[src/rtl/sys_tx_ctrl.sv]
// sys_tx_ctrl: serialises REG (1 byte) and ALU (2 byte, LSB first) send requests onto
// the UART TX parallel interface, with one pending slot per source and a SEND timeout.
module sys_tx_ctrl #(
  parameter int DATA_WIDTH  = 8,
  parameter int TIMEOUT_CYC = 255
) (
  input  logic                    clk,
  input  logic                    rst,
  input  logic                    UART_TX_REG_SEND,
  input  logic                    UART_TX_ALU_SEND,
  input  logic [DATA_WIDTH-1:0]   reg_data_tx,
  input  logic [2*DATA_WIDTH-1:0] alu_data_tx,
  input  logic                    TX_BUSY,
  output logic [DATA_WIDTH-1:0]   TX_P_DATA,
  output logic                    TX_DATA_VALID,
  output logic                    tx_ctrl_busy,
  output logic                    frame_drop,
  output logic                    timeout_err
);
  localparam int DW = DATA_WIDTH;
  localparam int CW = $clog2(TIMEOUT_CYC);
  typedef enum logic [1:0] {IDLE, SEND, WAIT_DONE} state_t;
  state_t state_q, state_d;
  logic [DW-1:0] data_q, data_d, hi_q, hi_d, reg_buf_q, reg_buf_d;
  logic [2*DW-1:0] alu_buf_q, alu_buf_d, alu_src;
  logic valid_q, valid_d, more_q, more_d;
  logic reg_pend_q, reg_pend_d, alu_pend_q, alu_pend_d;
  logic drop_q, drop_d, tmo_q, tmo_d;
  logic [CW-1:0] cnt_q, cnt_d;
  logic idle, no_pulse, go_reg_new, go_alu_new, go_reg_pend, go_alu_pend;
  // fresh pulses beat pending requests; REG beats ALU in both classes
  assign idle        = state_q == IDLE;
  assign no_pulse    = !UART_TX_REG_SEND && !UART_TX_ALU_SEND;
  assign go_reg_new  = idle && UART_TX_REG_SEND;
  assign go_alu_new  = idle && UART_TX_ALU_SEND && !UART_TX_REG_SEND;
  assign go_reg_pend = idle && no_pulse && reg_pend_q;
  assign go_alu_pend = idle && no_pulse && !reg_pend_q && alu_pend_q;
  assign alu_src     = go_alu_new ? alu_data_tx : alu_buf_q;
  always_comb begin
    state_d    = state_q;
    data_d     = data_q;
    hi_d       = hi_q;
    valid_d    = valid_q;
    more_d     = more_q;
    cnt_d      = cnt_q;
    tmo_d      = 1'b0;
    reg_pend_d = reg_pend_q && !go_reg_pend;
    reg_buf_d  = reg_buf_q;
    alu_pend_d = alu_pend_q && !go_alu_pend;
    alu_buf_d  = alu_buf_q;
    drop_d     = (UART_TX_REG_SEND && !go_reg_new && reg_pend_d) ||
                 (UART_TX_ALU_SEND && !go_alu_new && alu_pend_d);
    if (UART_TX_REG_SEND && !go_reg_new) begin
      reg_pend_d = 1'b1;
      reg_buf_d  = reg_data_tx;
    end
    if (UART_TX_ALU_SEND && !go_alu_new) begin
      alu_pend_d = 1'b1;
      alu_buf_d  = alu_data_tx;
    end
    case (state_q)
      IDLE: begin
        if (go_reg_new || go_reg_pend) begin
          data_d  = go_reg_new ? reg_data_tx : reg_buf_q;
          valid_d = 1'b1;
          more_d  = 1'b0;
          cnt_d   = '0;
          state_d = SEND;
        end else if (go_alu_new || go_alu_pend) begin
          data_d  = alu_src[DW-1:0];
          hi_d    = alu_src[2*DW-1:DW];
          valid_d = 1'b1;
          more_d  = 1'b1;
          cnt_d   = '0;
          state_d = SEND;
        end
      end
      SEND: begin
        if (TX_BUSY) begin
          valid_d = 1'b0;
          cnt_d   = '0;
          state_d = WAIT_DONE;
        end else if (cnt_q == CW'(TIMEOUT_CYC - 1)) begin
          valid_d = 1'b0;
          cnt_d   = '0;
          tmo_d   = 1'b1;
          more_d  = 1'b0;
          state_d = IDLE;
        end else begin
          cnt_d = cnt_q + CW'(1);
        end
      end
      WAIT_DONE: begin
        if (!TX_BUSY) begin
          data_d  = more_q ? hi_q : data_q;
          valid_d = more_q;
          more_d  = 1'b0;
          state_d = more_q ? SEND : IDLE;
        end
      end
      default: state_d = IDLE;
    endcase
  end
  always_ff @(posedge clk) begin
    if (rst) begin
      state_q    <= IDLE;
      data_q     <= '0;
      hi_q       <= '0;
      valid_q    <= 1'b0;
      more_q     <= 1'b0;
      cnt_q      <= '0;
      reg_pend_q <= 1'b0;
      reg_buf_q  <= '0;
      alu_pend_q <= 1'b0;
      alu_buf_q  <= '0;
      drop_q     <= 1'b0;
      tmo_q      <= 1'b0;
    end else begin
      state_q    <= state_d;
      data_q     <= data_d;
      hi_q       <= hi_d;
      valid_q    <= valid_d;
      more_q     <= more_d;
      cnt_q      <= cnt_d;
      reg_pend_q <= reg_pend_d;
      reg_buf_q  <= reg_buf_d;
      alu_pend_q <= alu_pend_d;
      alu_buf_q  <= alu_buf_d;
      drop_q     <= drop_d;
      tmo_q      <= tmo_d;
    end
  end
  assign TX_P_DATA     = data_q;
  assign TX_DATA_VALID = valid_q;
  assign frame_drop    = drop_q;
  assign timeout_err   = tmo_q;
  assign tx_ctrl_busy  = !idle || reg_pend_q || alu_pend_q;
endmodule
[config.mk]
export PLATFORM = sky130hd
export DESIGN_NAME = sys_tx_ctrl
export DESIGN_NICKNAME = d
export VERILOG_FILES = /design/src/rtl/sys_tx_ctrl.sv
export SDC_FILE = /design/constraint.sdc
export NUM_CORES = 1
export LEC_CHECK = 0
export CORE_MARGIN = 2
export CORE_UTILIZATION = 45
export DETAILED_ROUTE_END_ITERATION = 10
export GPL_ROUTABILITY_DRIVEN = 1
export HOLD_SLACK_MARGIN = 0.03
export PLACE_DENSITY = 0.65
export SYNTH_ARGS = -nofsm -noshare
export SYNTH_HDL_FRONTEND = slang
export SYNTH_SLANG_ARGS = --single-unit
[constraint.sdc]
create_clock -name clk -period 2.5 [get_ports clk]
set_input_delay 0.5 -clock clk [delete_from_list [all_inputs] [get_ports clk]]
set_output_delay 0.5 -clock clk [all_outputs]
set_load 0.1 [all_outputs]
# Word-level counts from Yosys, hierarchy flattened
# Cells that the tools add are included.
[word_totals]
ff_bits = 56
elab_cells = 94
output_inout_bits = 12
[classes]
n_bitwise = 2
n_reduce_logical = 38
n_eq_ne = 9
addsub = 1
n_mux = 32
[ops]
columns = ["op", "n"]
rows = [
  ["2-to-1 mux 8 bit", 9],
  ["case mux 8 bit (2 select lines)", 2],
  ["2-to-1 mux 16 bit", 1],
  ["logical AND 1 bit", 14],
  ["2-to-1 mux 1 bit", 12],
  ["2-to-1 mux 2 bit", 5],
  ["adder 8 x 1 -> 8 bit, second input constant", 1],
  ["== test 8 bit, second input constant", 1],
  ["zero test 1 bit", 8],
  ["inequality test 2 bit, second input constant", 4],
  ["AND reduction 4 bit", 2],
  ["case mux 1 bit (3 select lines)", 2],
  ["case mux 2 bit (3 select lines)", 1],
  ["AND reduction 3 bit", 2],
  ["logical OR 1 bit", 5],
  ["AND reduction 5 bit", 1],
  ["nonzero test 2 bit", 2],
  ["inequality test 3 x 1 -> 1 bit, second input constant", 1],
  ["inequality test 3 bit, second input constant", 1],
  ["nonzero test 3 bit", 1],
  ["OR reduction 3 bit", 1],
  ["== test 2 x 1 -> 1 bit, second input constant", 1],
  ["== test 2 bit, second input constant", 1],
  ["zero test 2 bit", 1],
  ["other kinds (2)", 3],
]

# Depth between registers and ports, before layout
[depth]
ltp_word = 9
mapped_depth = 9
ltp_nobuf = 6

# Worst setup path after synthesis
# No wires, ideal clock.
[synth_timing]
path_kind = "flip-flop to flip-flop"
start = "reg state_q[0]"
end = "reg more_q"
setup_ns = 0.070
synth_period_minus_slack_ns = 1.940
arrival_time_ns = 1.869
stages_incl_launch_ff = 10
setup_slack_ns = 0.560
path_cell_list = "dfxtp_1 > inv_1 > ha_1 > buf_2 > nor4bb_1 > buf_2 > or2_1 > buf_6 > or4_1 > a21oi_1"
[synth_via]
elab_chain_cells = 7
word_cells_on_any_way = 20
[synth_lines]
columns = ["element", "line_no", "rtl"]
rows = [
  ["start, declared", "23", "state_t state_q, state_d;"],
  ["start signal, assigned", "119", "state_q <= state_d;"],
  ["zero test 2 bit", "32, 61", ""],
  ["logical AND 1 bit", "36, 37", ""],
  ["logical AND 1 bit (2 in a row)", "37", "assign go_alu_pend = idle && no_pulse && !reg_pend_q && alu_pend_q;"],
  ["logical OR 1 bit", "69", "end else if (go_alu_new || go_alu_pend) begin"],
  ["inequality test 3 x 1 -> 1 bit (no source line)", "n/a", ""],
  ["AND reduction 5 bit (no source line)", "n/a", ""],
  ["end signal, assigned", "123", "more_q <= more_d;"],
  ["end, declared", "26", "logic valid_q, valid_d, more_q, more_d;"],
]
# Parallel ways exist; a longest one is shown, timed or not.
# A chain may end at the register's enable or synchronous reset.

# Final worst setup path
[layout_timing]
start = "reg state_q[1]"
end = "out tx_ctrl_busy"
[layout_via]
elab_chain_cells = 4
[layout_lines]
columns = ["element", "line_no", "rtl"]
rows = [
  ["zero test 2 bit", "32", "assign idle = state_q == IDLE;"],
  ["zero test 1 bit", "137", "assign tx_ctrl_busy = !idle || reg_pend_q || alu_pend_q;"],
  ["logical OR 1 bit (2 in a row)", "137", ""],
  ["end, declared", "16", "output logic tx_ctrl_busy,"],
]
# Every way passes these cells.

==> impl_metrics.ini <==
[setup_path]
path_max_fanout = 8
crit_required_ps = 2000
path_cells = inv_1, ha_1, or3b_2, buf_12
critical_path_buf_inv_count = 2
worstSetupPathType = reg2out
cp_slowest_cell = or3b_2
cp_top_family = simple AND/OR/NAND/NOR gates
endpoint_kind = output port
startpoint_type = flop
slowest_delay_ps = 520
worstPathArrival_ps = 1810

[clock_tree]
cts_root_buf = clkbuf_8
h-tree-depth = 2
cts_tree = built
numCtsBuffers = 5
ctsHoldBuffers = 0
clk_latency_ps = 320
clk_pin_slew_ps = 100
cts_buffer_depth = 2
cts_sinks = 56
cts_setup_buffers = 0
cts_resized = 0

[synth]
synth-seq-cells = 56
synth_area_leader_cell = dfxtp_1
ys_types = 43
syn_inst = 338
syn-num-nets = 374
synth_edf_count = 0
synthTopCellsByArea = dfxtp_1 41%, nand2_1 12%, a21oi_1 6.6%
synth.cell_area_um2 = 2720
ys.flop_type = dfxtp_1
synthArstFlopShare = 0
synthTopCellsByCount = 88 x nand2_1, 56 x dfxtp_1, 36 x a21oi_1
synth.top_cell.area_share = 0.413
ys_seq_area_frac = 0.413
synth_most_common_cell = nand2_1
avgSynthCellArea_um2 = 8.04
ys_warn_count = 0

[timing]
fin_crit_sh = 0.925
skew_ps = 8.81
finalCriticalPeriod_ps = 2310
slew_violations = 0
timing.setup.tns_ps = 0
worst_slack_ps = 189
slew-limit-headroom = 0.602
worst_pin_slew_ps = 595
holdWs_ps = 460
timing_hold_violations_final = 0
grt_setup_unrepaired = no
max_freq_mhz = 433
setup_viol = 0

[drt]
wl_met3_um = 346
ant_nets = 0
via_per_inst = 5.40
avgRoutedWirePerCell_um = 14.5
highest_layer = met4
drt-met1-wl_um = 3240
drc = 0
num_vias = 2430
wirelength_um = 6540
first_pass_iters = 4
drtIter0Drc = 163
dr_wl_met2_um = 2910

[floorplan]
die_h_um = 81.7
initial_core_util = 0.462
row_count = 28
core-area_um2 = 5890
die_area_um2 = 6680
io_pins = 41
fp.dieW_um = 81.7

[power]
powerDensity_nw_per_um2 = 905
p_leak_nw = 1.21
ir_worst_vdd_uv = 436

[placed_design]
gpl.final_weighted_congestion = 0.843
hpwl_um = 4530
place_area_um2 = 3170
dp_slack_ps = 118
io_buffers = 40

[global_route]
grt_pass1_vias = 2077
grt_usage = 0.204
antenna_found_initial = 0
grt_overflow_total = 0
grt_max_degree = 40
grt_pass1_wl_um = 10400

[worst_hold_path]
min_path_type = reg2reg

[cells_and_area]
synthToLayoutAreaGrowth_pct = 20.8
final_cell_area_um2 = 3280
antenna_cells = 0
drive_gt1_frac = 0.0987
final_net_count = 410

[flow_run]
maxCapViolations = 0

[status]
status = finished clean
[path summary, 6_finish.rpt]
kind                              from                   endpoint  slack [ps]  depth (start not counted)
max            state_q[1]$_SDFFE_PP0P_               tx_ctrl_busy         190                          4
max reg2reg    state_q[1]$_SDFFE_PP0P_  TX_P_DATA[5]$_SDFFE_PP0P_         420                          7
min reg2reg  reg_buf_q[6]$_SDFFE_PP0P_  reg_buf_q[6]$_SDFFE_PP0P_         460                          2
min          reg_buf_q[6]$_SDFFE_PP0P_  reg_buf_q[6]$_SDFFE_PP0P_         460                          2
[state kept, by name, summed over array words and instances, names as in the netlist]
name / cells
reg_buf_q: 8
state_q: 2
cnt_q: 8
TX_DATA_VALID: 1
frame_drop: 1
alu_buf_q: 16
timeout_err: 1
hi_q: 8
reg_pend_q: 1
alu_pend_q: 1
TX_P_DATA: 8
more_q: 1
[power breakdown]
group | switching [W] | total, W | internal [W]
Sequential | 0.0000865 | 0.00111 | 0.00102
Combinational | 0.000844 | 0.00125 | 0.000405
Clock | 0.000312 | 0.000616 | 0.000304
[layout make-up]
| class | instances | area (um^2) |
|---|---|---|
| repair buffers | 53 | 480 |
| well taps | 75 | 93.8 |
| clock buffers | 5 | 68.8 |
| fillers | 557 | 2600 |
| inverters | 6 | 22.5 |
| clock inverters | 3 | 46.3 |
| multi-input cells | 252 | 1450 |
| flip-flops and latches | 56 | 1120 |
[through the flow]
| step | utilization | total power [W] | std cells |
|---|---|---|---|
| after floorplan | - | 0.00206 | 338 |
| after global placement | 0.538 | 0.00236 | 442 |
| after detailed placement | 0.538 | 0.00237 | 442 |
| after CTS | 0.558 | 0.00299 | 450 |
| after global routing | 0.558 | 0.00314 | 450 |
| final | 0.558 | 0.00297 | 450 |
[cell usage in the layout, fill, tap and decap left out, types with 2 or more instances in the layout]
cell,count
a211oi_1,12
a21oi_1,36
a221o_1,8
a311oi_1,8
a31oi_1,8
buf_4,24
clkbuf_8,5
clkdlybuf4s50_1,28
dfxtp_1,56
ha_1,7
inv_1,6
mux2i_1,8
nand2_1,88
nand2b_1,4
nand3_1,3
nand3b_1,3
nor2_1,17
nor3_1,2
nor4bb_1,2
o21a_1,3
o21ai_0,10
o21ai_1,3
o31ai_1,3
or3_1,2
or3b_2,2
or4_1,4
xnor2_1,4
[worst min-delay path, stage by stage (launching register included)]
cell and delay [ps]:
dfxtp_1 320, nand2_1 50, a21oi_1 50
[kinds of logic (layout without fill, tap and decap cells)]
| logic type | Yosys count | after routing | share of synthesized area |
|---|---|---|---|
| AND/OR/NAND/NOR | 135 | 135 | 0.225 |
| AO/OA/AOI/OAI | 98 | 98 | 0.234 |
| flip-flops | 56 | 56 | 0.413 |
| buffers and inverters | 30 | 67 | 0.0539 |
| multiplexers | 8 | 8 | 0.0295 |
| adder cells (fa/ha/maj) | 7 | 7 | 0.0322 |
| XOR/XNOR | 4 | 4 | 0.0129 |
[layer usage]
layer,track usage,vias up
li1,-,1266
met1,0.289,1110
met2,0.318,50
met3,0.0407,4
met4,0.0500,0
met5,0,-
Note: power is estimated with default switching activity, not from simulation.
